===== src/rtl/pe_msg_port_pkg.sv =====
// Shared message-network definitions: field widths, field offsets and
// pack/unpack helpers for the default 44-bit message layout.
package pe_msg_port_pkg;

    localparam int CW     = 4;
    localparam int COST_W = 2;
    localparam int HOP_W  = 4;
    localparam int TS_W   = 8;
    localparam int TYPE_W = 2;
    localparam int MSG_W  = 7*CW + COST_W + HOP_W + TS_W + TYPE_W;

    // Field offsets, LSB position of each field (message is MSB-first dest..type)
    localparam int TYPE_LSB = 0;
    localparam int TS_LSB   = TYPE_LSB + TYPE_W;
    localparam int HOP_LSB  = TS_LSB + TS_W;
    localparam int COST_LSB = HOP_LSB + HOP_W;
    localparam int ROOT_LSB = COST_LSB + COST_W;
    localparam int SRC_LSB  = ROOT_LSB + 3*CW;
    localparam int DEST_LSB = SRC_LSB + 2*CW;

    // Multicast marker and direction bit positions inside dest_col
    localparam logic [CW-1:0] BCAST_ROW = '1;
    localparam int DIR_N = 3;
    localparam int DIR_E = 2;
    localparam int DIR_W = 1;
    localparam int DIR_S = 0;

    typedef struct packed {
        logic [CW-1:0]     dest_row;
        logic [CW-1:0]     dest_col;
        logic [CW-1:0]     src_row;
        logic [CW-1:0]     src_col;
        logic [CW-1:0]     root_row;
        logic [CW-1:0]     root_col;
        logic [CW-1:0]     root_layer;
        logic [COST_W-1:0] cost;
        logic [HOP_W-1:0]  hop;
        logic [TS_W-1:0]   ts;
        logic [TYPE_W-1:0] typ;
    } msg_t;

    function automatic logic [MSG_W-1:0] msg_pack(input msg_t m);
        return m;
    endfunction

    function automatic msg_t msg_unpack(input logic [MSG_W-1:0] v);
        return v;
    endfunction

endpackage


===== src/rtl/pe_msg_port_fifo2.sv =====
// Two-entry register FIFO with full/empty flags. A push into a full FIFO
// is ignored, even when a pop in the same cycle frees a slot.
module pe_msg_port_fifo2
    import pe_msg_port_pkg::*;
#(
    parameter int WIDTH = MSG_W
) (
    input  logic             clk,
    input  logic             reset,
    input  logic             push,
    input  logic             pop,
    input  logic [WIDTH-1:0] din,
    output logic [WIDTH-1:0] dout,
    output logic             full,
    output logic             empty
);

    logic [WIDTH-1:0] mem [2];
    logic             wr_ptr;
    logic             rd_ptr;
    logic [1:0]       count;
    logic             do_push;
    logic             do_pop;

    assign do_push = push && !full;
    assign do_pop  = pop && !empty;

    // storage, pointers and occupancy
    always_ff @(posedge clk or posedge reset) begin
        if (reset) begin
            mem[0] <= '0;
            mem[1] <= '0;
            wr_ptr <= 1'b0;
            rd_ptr <= 1'b0;
            count  <= 2'd0;
        end else begin
            if (do_push) begin
                mem[wr_ptr] <= din;
                wr_ptr      <= ~wr_ptr;
            end
            if (do_pop)
                rd_ptr <= ~rd_ptr;
            if (do_push && !do_pop)
                count <= count + 2'd1;
            else if (!do_push && do_pop)
                count <= count - 2'd1;
        end
    end

    assign full  = (count == 2'd2);
    assign empty = (count == 2'd0);
    assign dout  = mem[rd_ptr];

endmodule


===== src/rtl/pe_msg_port.sv =====
// PE-side endpoint of the mesh message network: builds and injects
// messages into the router self mailbox, decodes deliveries for the PE,
// and keeps traffic counters plus an idle flag for convergence detection.
module pe_msg_port
    import pe_msg_port_pkg::*;
#(
    parameter int CORDINATE_WIDTH = CW,
    parameter int COST_WIDTH      = COST_W,
    parameter int MAX_HOP_WIDTH   = HOP_W,
    parameter int TIMESTAMP_WIDTH = TS_W,
    parameter int MSG_TYPE_WIDTH  = TYPE_W,
    parameter int MSG_WIDTH       = 7*CORDINATE_WIDTH + COST_WIDTH + MAX_HOP_WIDTH
                                    + TIMESTAMP_WIDTH + MSG_TYPE_WIDTH,
    parameter int CNT_WIDTH       = 16
) (
    input  logic                         clk,
    input  logic                         reset,
    input  logic [CORDINATE_WIDTH-1:0]   ROW_ID,
    input  logic [CORDINATE_WIDTH-1:0]   COL_ID,
    input  logic                         tx_valid,
    output logic                         tx_ready,
    input  logic                         tx_bcast,
    input  logic [3:0]                   tx_dir_mask,
    input  logic [CORDINATE_WIDTH-1:0]   tx_dest_row,
    input  logic [CORDINATE_WIDTH-1:0]   tx_dest_col,
    input  logic [3*CORDINATE_WIDTH-1:0] tx_root,
    input  logic [COST_WIDTH-1:0]        tx_cost,
    input  logic [MAX_HOP_WIDTH-1:0]     tx_hop,
    input  logic [MSG_TYPE_WIDTH-1:0]    tx_type,
    output logic [MSG_WIDTH-1:0]         self_value_out,
    output logic                         self_valid_out,
    input  logic                         self_ready_in,
    input  logic [MSG_WIDTH-1:0]         self_value_in,
    input  logic                         self_valid_in,
    output logic                         self_ready_out,
    output logic                         rx_valid,
    input  logic                         rx_ready,
    output logic [2*CORDINATE_WIDTH-1:0] rx_src,
    output logic [3*CORDINATE_WIDTH-1:0] rx_root,
    output logic [COST_WIDTH-1:0]        rx_cost,
    output logic [MAX_HOP_WIDTH-1:0]     rx_hop,
    output logic [TIMESTAMP_WIDTH-1:0]   rx_ts,
    output logic [MSG_TYPE_WIDTH-1:0]    rx_type,
    output logic [CNT_WIDTH-1:0]         tx_count,
    output logic [CNT_WIDTH-1:0]         rx_count,
    output logic [CNT_WIDTH-1:0]         drop_count,
    output logic                         idle
);

    localparam int HLSB = MSG_TYPE_WIDTH + TIMESTAMP_WIDTH;
    localparam int CLSB = HLSB + MAX_HOP_WIDTH;
    localparam int RLSB = CLSB + COST_WIDTH;
    localparam int SLSB = RLSB + 3*CORDINATE_WIDTH;

    logic [TIMESTAMP_WIDTH-1:0] ts;
    logic                       port_en;
    logic [CORDINATE_WIDTH-1:0] dest_row;
    logic [CORDINATE_WIDTH-1:0] dest_col;
    logic [MSG_WIDTH-1:0]       tx_msg;
    logic                       tx_push;
    logic                       tx_full;
    logic                       tx_empty;
    logic [MAX_HOP_WIDTH-1:0]   hop_in;
    logic                       rx_expired;
    logic                       rx_push;
    logic                       rx_pop;
    logic [MSG_WIDTH-1:0]       rx_msg;
    logic [MSG_WIDTH-1:0]       rx_head;
    logic                       rx_full;
    logic                       rx_empty;
    logic                       unused_rx_dest;

    // free-running timestamp; port_en holds both readies low until the cycle after reset
    always_ff @(posedge clk or posedge reset) begin
        if (reset) begin
            ts      <= '0;
            port_en <= 1'b0;
        end else begin
            ts      <= ts + TIMESTAMP_WIDTH'(1);
            port_en <= 1'b1;
        end
    end

    // multicast replaces the destination with the all-ones row and the direction mask
    always_comb begin
        dest_row = tx_dest_row;
        dest_col = tx_dest_col;
        if (tx_bcast) begin
            dest_row      = '1;
            dest_col      = '0;
            dest_col[3:0] = tx_dir_mask;
        end
    end

    assign tx_msg   = {dest_row, dest_col, ROW_ID, COL_ID, tx_root,
                       tx_cost, tx_hop, ts, tx_type};
    assign tx_ready = port_en && !tx_full;
    // an empty multicast mask is accepted but goes nowhere
    assign tx_push  = tx_valid && tx_ready && !(tx_bcast && (tx_dir_mask == 4'b0000));
    // the mailbox writes on valid alone, so valid must never rise without ready
    assign self_valid_out = !tx_empty && self_ready_in;

    pe_msg_port_fifo2 #(.WIDTH(MSG_WIDTH)) u_tx_fifo (
        .clk   (clk),
        .reset (reset),
        .push  (tx_push),
        .pop   (self_valid_out),
        .din   (tx_msg),
        .dout  (self_value_out),
        .full  (tx_full),
        .empty (tx_empty)
    );

    assign hop_in     = self_value_in[HLSB +: MAX_HOP_WIDTH];
    assign rx_expired = self_valid_in && (hop_in == '0);
    assign rx_push    = self_valid_in && !rx_expired;
    assign rx_msg     = {self_value_in[MSG_WIDTH-1:CLSB], hop_in - MAX_HOP_WIDTH'(1),
                         self_value_in[HLSB-1:0]};
    assign self_ready_out = port_en && !rx_full;
    assign rx_valid       = !rx_empty;
    assign rx_pop         = rx_valid && rx_ready;

    pe_msg_port_fifo2 #(.WIDTH(MSG_WIDTH)) u_rx_fifo (
        .clk   (clk),
        .reset (reset),
        .push  (rx_push),
        .pop   (rx_pop),
        .din   (rx_msg),
        .dout  (rx_head),
        .full  (rx_full),
        .empty (rx_empty)
    );

    assign rx_src  = rx_head[SLSB +: 2*CORDINATE_WIDTH];
    assign rx_root = rx_head[RLSB +: 3*CORDINATE_WIDTH];
    assign rx_cost = rx_head[CLSB +: COST_WIDTH];
    assign rx_hop  = rx_head[HLSB +: MAX_HOP_WIDTH];
    assign rx_ts   = rx_head[MSG_TYPE_WIDTH +: TIMESTAMP_WIDTH];
    assign rx_type = rx_head[0 +: MSG_TYPE_WIDTH];
    // destination is meaningless once the message has reached this PE
    assign unused_rx_dest = ^rx_head[MSG_WIDTH-1 -: 2*CORDINATE_WIDTH];

    // saturating traffic counters and the registered idle flag
    always_ff @(posedge clk or posedge reset) begin
        if (reset) begin
            tx_count   <= '0;
            rx_count   <= '0;
            drop_count <= '0;
            idle       <= 1'b0;
        end else begin
            if (self_valid_out && (tx_count != '1))
                tx_count <= tx_count + CNT_WIDTH'(1);
            if (rx_pop && (rx_count != '1))
                rx_count <= rx_count + CNT_WIDTH'(1);
            if (rx_expired && (drop_count != '1))
                drop_count <= drop_count + CNT_WIDTH'(1);
            idle <= tx_empty && rx_empty && !tx_valid && !self_valid_in;
        end
    end

    // a delivery into a full RX buffer is lost; the router must honour self_ready_out
    assert property (@(posedge clk) disable iff (reset) !(self_valid_in && rx_full));

endmodule


===== config.mk =====
export PLATFORM = sky130hd
export DESIGN_NAME = pe_msg_port
export DESIGN_NICKNAME = d
export VERILOG_FILES = /design/src/rtl/pe_msg_port_pkg.sv /design/src/rtl/pe_msg_port_fifo2.sv /design/src/rtl/pe_msg_port.sv
export SDC_FILE = /design/constraint.sdc
export NUM_CORES = 1
export LEC_CHECK = 0
export CORE_MARGIN = 2
export CORE_UTILIZATION = 50
export CTS_BUF_LIST = sky130_fd_sc_hd__clkbuf_8 sky130_fd_sc_hd__clkbuf_16
export DETAILED_ROUTE_END_ITERATION = 12
export PLACE_DENSITY = 0.78
export SYNTH_ARGS = -nofsm -noshare
export SYNTH_HDL_FRONTEND = slang
export SYNTH_HIERARCHICAL = 1
export SYNTH_SLANG_ARGS = --single-unit

===== constraint.sdc =====
create_clock -name clk -period 7.65 [get_ports clk]
set_clock_uncertainty 0.1 [all_clocks]
set_input_delay 1.53 -clock clk [delete_from_list [all_inputs] [get_ports clk]]
set_output_delay 1.53 -clock clk [all_outputs]
set_load 0.05 [all_outputs]

==> results of run 1 <==
[worst min-delay path by stage]
stage / end / slack, ns
floorplan: u_rx_fifo/mem[76]$_DFFE_PP0P_ / 0.36
global placement: u_rx_fifo/mem[78]$_DFFE_PP0P_ / 0.37
detailed placement: u_rx_fifo/mem[76]$_DFFE_PP0P_ / 0.38
CTS: u_tx_fifo/mem[76]$_DFFE_PP0P_ / 0.39
global route: rx_count[15]$_DFFE_PP0P_ / 0.41
finish: u_rx_fifo/mem[76]$_DFFE_PP0P_ / 0.39
[area by class of cell]
type	count	area (um2)	area share
clock inverters	13	115	0.00841
clock buffers	31	708	0.0518
well taps	275	344	0.0252
repair buffers	219	2180	0.160
diodes	1	2.50	0.000183
multi-input cells	461	4610	0.337
inverters	16	61.3	0.00448
flip-flops and latches	226	5660	0.413
[metal layers]
| layer | GRT usage | vias to the layer above | share of wire |
|---|---|---|---|
| met1 | 0.272 | 3313 | 0.43 |
| met4 | 0.0571 | 0 | 0.020 |
| met2 | 0.342 | 140 | 0.49 |
| met5 | 0 | - | 0 |
| li1 | - | 3047 | - |
| met3 | 0.0424 | 31 | 0.053 |
[placed cells by master, fill, tap and decap left out, types with 3 or more instances in the layout]
| master | instances |
|---|---|
| and3_1 | 7 |
| buf_4 | 4 |
| clkbuf_16 | 25 |
| clkbuf_8 | 6 |
| clkdlybuf4s50_1 | 215 |
| clkinv_2 | 6 |
| dfrtp_1 | 225 |
| ha_1 | 8 |
| inv_1 | 17 |
| mux2_1 | 6 |
| mux2_2 | 171 |
| mux2_4 | 73 |
| nand2_1 | 19 |
| nand3_1 | 17 |
| nand4_1 | 15 |
| nor2_1 | 18 |
| nor2b_1 | 4 |
| nor3_1 | 13 |
| nor4_1 | 8 |
| o21ai_0 | 3 |
| or2_2 | 4 |
| xnor2_1 | 22 |
| xor2_1 | 35 |
[through the flow]
step,cells,setup slack (ns)
after detailed placement,1197,2.94
after global placement,1197,2.93
after CTS,1241,2.93
after global routing,1241,2.85
after floorplan,733,3.63
final,1242,2.93
[worst max-delay path: stages]
cell and delay, ns:
clkdlybuf4s50_1 0.46, nand2b_1 0.08, inv_1 0.17, clkdlybuf4s50_1 0.84
[flip-flops by register name, summed over array words and instances (netlist names)]
name              flops
u_tx_fifo/mem        88
u_rx_fifo/mem        72
drop_count           16
rx_count             16
tx_count             16
ts                    8
u_rx_fifo/count       2
u_tx_fifo/count       2
idle                  1
port_en               1
u_rx_fifo/rd_ptr      1
u_rx_fifo/wr_ptr      1
u_tx_fifo/rd_ptr      1
u_tx_fifo/wr_ptr      1
[power groups by stage]
stage               logic [mW]  registers [mW]  clock network (mW)
floorplan                 2.56            2.04                   0
global placement          3.46            2.03                   0
detailed placement        3.49            2.05                   0
CTS                       3.51            2.04                1.22
global route              3.65            2.11                1.27
finish                    3.48            2.04                1.19
==> qor.csv, run 1 <==
metric;value;unit
CTS clock-pin slew for the worst setup and hold paths;0.06;ns
average size of a mapped cell;14.6;um2
Worst R2R Path Depth;7;
r2r setup slk;4.96;ns
layout cells sized above 1;0.322;
DP Area;12900;um2
final hold vios;0;
max-slew violation count;0;
Max-Cap Viols;0;
DIE AREA;22500;um2
Mapped Cells;733;
initial antenna violation count;1;
CTS root buffer;clkbuf_16;
setup repair bufs after CTS;0;
vias;6531;
H-tree Lvls;1;
worst-skew pair later-pin latency;0.51;ns
Die W;150;um
total gr overflow;0;
gr usage total;0.205;
DRT iter0 DRCs;236;
clock buffer depth;3;
hold depth;1;
clock sinks;226;
status;finished, final reports clean;
DP HPWL;15000;um
Int Power;3.93;mW
residual DRC count;0;
row count;53;
CP max FO;4;
CTS tree;yes;
Cell Area, Synth;10700;um2
Slew Limit Headroom;0.237;
CP Launch Point;self_ready_in;
Util after Layout;0.651;
RSZ-0062 raised after global routing;no;
drt first pass iters;4;
reg2reg start;u_tx_fifo/count[0]$_DFFE_PP0P_;
DRT antenna net count;0;
RR Endpoint;u_tx_fifo/mem[13]$_DFFE_PP0P_;
Syn Nets;832;
final setup vio count;0;
Worst Hold Launch;u_rx_fifo/mem[76]$_DFFE_PP0P_;
Fin Hold WS;0.387;ns
CP arrival;3.09;ns
Resize count post-CTS;0;
Ys Warns;6;
final period utilization;0.617;
Sw Pwr;2.78;mW
required time worst endpoint;6.02;ns
total power after layout;6.71;mW
critical path endpoint category;primary output;
largest net degree at the start of global routing;77;
# hold bufs at CTS;0;
FILL cells;1572;
FMAX;212;MHz
design area;13700;um2
WL final;22800;um
Hold Crit Class;register to register;
Vias/cell;5.26;
CTS buffer count;25;
Logic pwr share;0.519;
pwr dens;490;nW/um2
clock share of power;0.177;
core area;21000;um2
worst setup path end;self_valid_out;
# IOs;224;
Nets;1048;
post-route setup TNS;0;ns
wire per inst;18.4;um
Setup CP Type;input pin to primary output;
first-pass GRT wire length;37000;um
vias in the first global route;7118;
Initial Util;0.508;
GPL Wtd Cong;0.800;
worst slew pin tran;1.14;ns
Die Ht;150;um
I/O Buffers;215;
startpoint types;input pin;
Sw Ratio;0.414;
sequential share of power;0.304;
VDD IR-drop max;0.288;mV
P&R area growth vs syn;28.1;%
post-layout minimum cycle time;4.72;ns
leakage;5.97;nW
Power figures use the tool's default switching activity.
==> inputs of run 2 (changes only) <==
Clock period 7.65 ns to 4.5 ns, I/O delays scaled along.
==> qor.csv, run 2 (synthesis gave the netlist of run 1 again) <==
metric;value;unit
status;finished, final reports clean;
Nets;1052;
clock buffer depth;3;
final hold vios;0;
CTS tree;yes;
critical path endpoint category;primary output;
hold depth;1;
total power after layout;11.3;mW
total gr overflow;0;
Fin Hold WS;0.388;ns
crit path buf inv count;2;
drt first pass iters;4;
startpoint types;register;
post-route setup TNS;0;ns
Worst R2R Path Depth;7;
vias in the first global route;6924;
wire per inst;17.8;um
# IOs;224;
Resize count post-CTS;0;
CTS buffer count;25;
FILL cells;1587;
largest net degree at the start of global routing;52;
vias;6496;
Setup CP Type;register to primary output;
I/O Buffers;215;
Critical Path Slowest Stage Cell;dfrtp_1;
DRT iter0 DRCs;172;
diodes inserted;0;
setup repair bufs after CTS;0;
most frequent cells in the layout;dfrtp_1 (225), clkdlybuf4s50_1 (215), mux2_2 (171), mux2_4 (73), xor2_1 (35);
P&R area growth vs syn;28.1;%
CTS clock-pin slew for the worst setup and hold paths;0.06;ns
r2r setup slk;1.83;ns
max-slew violation count;0;
CP Launch Point;u_rx_fifo/rd_ptr$_DFFE_PP0P_;
Largest register FFs;88;
reg2reg start;u_tx_fifo/count[0]$_DFFE_PP0P_;
WL final;22200;um
Reg with most FFs;u_tx_fifo/mem;
Vias/cell;5.23;
final setup vio count;0;
CTS root buffer;clkbuf_16;
Initial Util;0.508;
gr usage total;0.199;
required time worst endpoint;3.50;ns
final period utilization;0.823;
DRT antenna net count;0;
row count;53;
Die W;150;um
GPL Wtd Cong;0.759;
Worst Hold Launch;u_rx_fifo/mem[76]$_DFFE_PP0P_;
CP arrival;2.70;ns
clock sinks;226;
Slew Limit Headroom;0.402;
layout cells sized above 1;0.321;
worst slew pin tran;0.896;ns
VDD IR-drop max;0.464;mV
Util after Layout;0.651;
Top delay family on crit path;buffers and inverters;
H-tree Lvls;1;
Die Ht;150;um
commonest non-fill, non-tap cell in the layout;dfrtp_1;
RSZ-0062 raised after global routing;no;
Hold Crit Class;register to register;
cell chain of the critical path;buf_12, mux2_2, clkdlybuf4s50_1;
pwr dens;826;nW/um2
Largest regs;u_tx_fifo/mem x88, u_rx_fifo/mem x72;
CP max FO;21;
leakage;5.98;nW
core area;21000;um2
Max-Cap Viols;0;
CP max stage delay;0.85;ns
post-layout minimum cycle time;3.70;ns
RR Endpoint;u_tx_fifo/mem[14]$_DFFE_PP0P_;
initial antenna violation count;0;
hold endpoint;u_rx_fifo/mem[76]$_DFFE_PP0P_;
first-pass GRT wire length;36300;um
DP HPWL;14900;um
worst-skew pair later-pin latency;0.50;ns
FMAX;270;MHz
# hold bufs at CTS;0;
residual DRC count;0;
DIE AREA;22500;um2
==> run 2: power by group <==
part,total [mW],switching (mW),internal (mW)
clock network,1.90,0.778,1.12
registers,3.43,0.570,2.86
logic,5.96,3.33,2.63
==> run 2: stage by stage <==
step / setup slack (ns) / area [um2] / std cells
6_report: 0.796 / 13700 / 1243
5_1_grt: 0.663 / 13700 / 1243
4_1_cts: 0.728 / 13700 / 1243
3_5_place_dp: 0.908 / 12900 / 1201
3_3_place_gp: 0.945 / 12900 / 1201
2_1_floorplan: 1.11 / 10700 / 733
==> run 2: final cells by class <==
| cell class | instances | area, um2 | area share |
|---|---|---|---|
| sequential | 226 | 5660 | 0.414 |
| inverter | 16 | 61.3 | 0.00448 |
| tap | 275 | 344 | 0.0252 |
| clock inverter | 13 | 85.1 | 0.00622 |
| multi-input combinational | 461 | 4610 | 0.337 |
| timing repair buffer | 223 | 2240 | 0.164 |
| clock buffer | 29 | 681 | 0.0498 |
==> run 2: per-layer routing <==
layer	GRT usage	up-vias	routed length (um)
li1	-	3048	-
met1	0.271	3283	9880
met2	0.332	141	10700
met3	0.0391	24	1150
met4	0.0429	0	391
met5	0	-	0
==> run 2: worst max-delay path by stage <==
stage,end,slack (ns),cells past startpoint
global placement,u_tx_fifo/mem[79]$_DFFE_PP0P_,0.95,5
floorplan,u_tx_fifo/count[0]$_DFFE_PP0P_,1.11,1
detailed placement,u_rx_fifo/mem[11]$_DFFE_PP0P_,0.91,6
global route,rx_src[2],0.66,3
CTS,rx_src[2],0.73,3
finish,rx_src[2],0.80,3
==> inputs of run 3 (changes only) <==
Settings changed: CORE_UTILIZATION 50 to 47, PLACE_DENSITY 0.78 to 0.77.
Clock period 4.5 ns to 3.2 ns, I/O delays scaled along.
==> qor.csv, run 3 (synthesis gave the netlist of run 1 again) <==
metric;value;unit
status;finished, final reports clean;
leakage;6.62;nW
wire per inst;17.9;um
Largest regs;u_tx_fifo/mem x88, u_rx_fifo/mem x72;
post-layout minimum cycle time;3.11;ns
first-pass GRT wire length;37400;um
RSZ-0062 raised after global routing;no;
layout cells sized above 1;0.378;
setup repair bufs after CTS;0;
clock buffer depth;3;
CP max FO;14;
worst-skew pair later-pin latency;0.50;ns
Resize count post-CTS;1;
CP arrival;2.37;ns
Fin Hold WS;0.392;ns
CTS tree;yes;
FMAX;322;MHz
sequential share of power;0.275;
crit path buf inv count;2;
Sw Pwr;6.84;mW
largest net degree at the start of global routing;77;
final hold vios;0;
clock sinks;226;
commonest non-fill, non-tap cell in the layout;dfrtp_1;
row count;55;
vias;6670;
worst slew pin tran;0.780;ns
max-slew violation count;0;
H-tree Lvls;1;
CP max stage delay;0.73;ns
DIE AREA;23900;um2
Vias/cell;5.22;
GPL Wtd Cong;0.765;
# hold bufs at CTS;0;
FILL cells;1665;
DRT antenna net count;0;
core area;22500;um2
most frequent cells in the layout;dfrtp_1 (225), mux2_2 (171), clkdlybuf4s50_1 (154), mux2_4 (73), buf_12 (47);
Setup CP Type;register to primary output;
Die Ht;155;um
required time worst endpoint;2.46;ns
Util after Layout;0.644;
critical path endpoint category;primary output;
drt first pass iters;4;
Die W;155;um
VDD IR-drop max;0.565;mV
Sw Ratio;0.395;
Top delay family on crit path;buffers and inverters;
gr usage total;0.193;
I/O Buffers;215;
post-route setup TNS;0;ns
Nets;1074;
clock share of power;0.174;
total gr overflow;0;
CTS buffer count;25;
reg2reg start;u_tx_fifo/count[0]$_DFFE_PP0P_;
DP HPWL;15800;um
Initial Util;0.475;
pwr dens;1190;nW/um2
Reg with most FFs;u_tx_fifo/mem;
Slew Limit Headroom;0.480;
CTS root buffer;clkbuf_16;
P&R area growth vs syn;35.8;%
Worst R2R Path Depth;8;
DRT iter0 DRCs;218;
RR Endpoint;u_tx_fifo/mem[25]$_DFFE_PP0P_;
Logic pwr share;0.551;
Hold Crit Class;register to register;
placed instance count;1233;
startpoint types;register;
WL final;22900;um
Max-Cap Viols;0;
hold depth;1;
Worst Hold Launch;u_rx_fifo/mem[76]$_DFFE_PP0P_;
Non-Filler Instances;1279;
hold endpoint;u_rx_fifo/mem[76]$_DFFE_PP0P_;
# IOs;224;
CTS clock-pin slew for the worst setup and hold paths;0.06;ns
vias in the first global route;7150;
cell chain of the critical path;buf_4, mux2_2, clkdlybuf4s50_1;
final period utilization;0.971;
Largest register FFs;88;
initial antenna violation count;1;
final setup vio count;0;
Critical Path Slowest Stage Cell;clkdlybuf4s50_1;
r2r setup slk;0.84;ns
residual DRC count;0;
Int Power;10.5;mW
[run 3: changes by cell type in the layout (fill, tap and decap cells not counted), moves of 3 or more]
| cell | change |
|---|---|
| dlymetal6s2s_1 | +23 |
| buf_4 | +14 |
| clkdlybuf4s50_1 | -61 |
| bufinv_16 | +3 |
| clkbuf_8 | +3 |
| buf_12 | +45 |
[run 3: area by class of cell]
cell class                 instances  area [um2]  share of cell area
timing repair buffer             245        2930               0.202
tap                              285         357              0.0246
inverter                          16        61.3             0.00423
clock buffer                      32         722              0.0498
antenna                            1        2.50            0.000173
sequential                       226        5660               0.390
clock inverter                    13         160              0.0110
multi-input combinational        461        4610               0.318
[run 3: metal layers]
layer  vias to the layer above  share of wire  global-route usage  wire (um)
met5                         -              0                   0          0
met3                        41          0.049              0.0417       1130
met4                         0          0.025              0.0547        565
met1                      3377           0.44               0.256      10100
met2                       147           0.49               0.321      11100
li1                       3105              -                   -          -
[run 3: stage by stage]
step                power (mW)  setup slack (ns)  cell area, um2
floorplan                 11.0            0.0680           10700
global placement          14.3             0.374           13600
detailed placement        14.4             0.349           13600
CTS                       17.5           0.00194           14400
global route              18.1           0.00226           14500
finish                    17.3            0.0933           14500
[run 3: power by group through the flow]
stage          clock [mW]  sequential [mW]  combinational, mW
6_report             3.02             4.76               9.53
5_1_grt              3.23             4.92               9.91
4_1_cts              3.11             4.76               9.66
3_5_place_dp            0             4.78               9.63
3_3_place_gp            0             4.73               9.53
2_1_floorplan           0             4.87               6.13
[run 3: worst max-delay path by stage]
stage                                      start                             end  slack (ns)  cells past startpoint
finish              u_tx_fifo/rd_ptr$_DFFE_PP0P_              self_value_out[43]        0.09                      3
global route        u_tx_fifo/rd_ptr$_DFFE_PP0P_               self_value_out[0]       0.002                      3
CTS                 u_tx_fifo/rd_ptr$_DFFE_PP0P_              self_value_out[15]       0.002                      3
detailed placement             self_value_in[10]   u_rx_fifo/mem[14]$_DFFE_PP0P_        0.35                      7
global placement               self_value_in[10]   u_rx_fifo/mem[11]$_DFFE_PP0P_        0.37                      7
floorplan                                  reset  u_tx_fifo/count[0]$_DFFE_PP0P_        0.07                      1
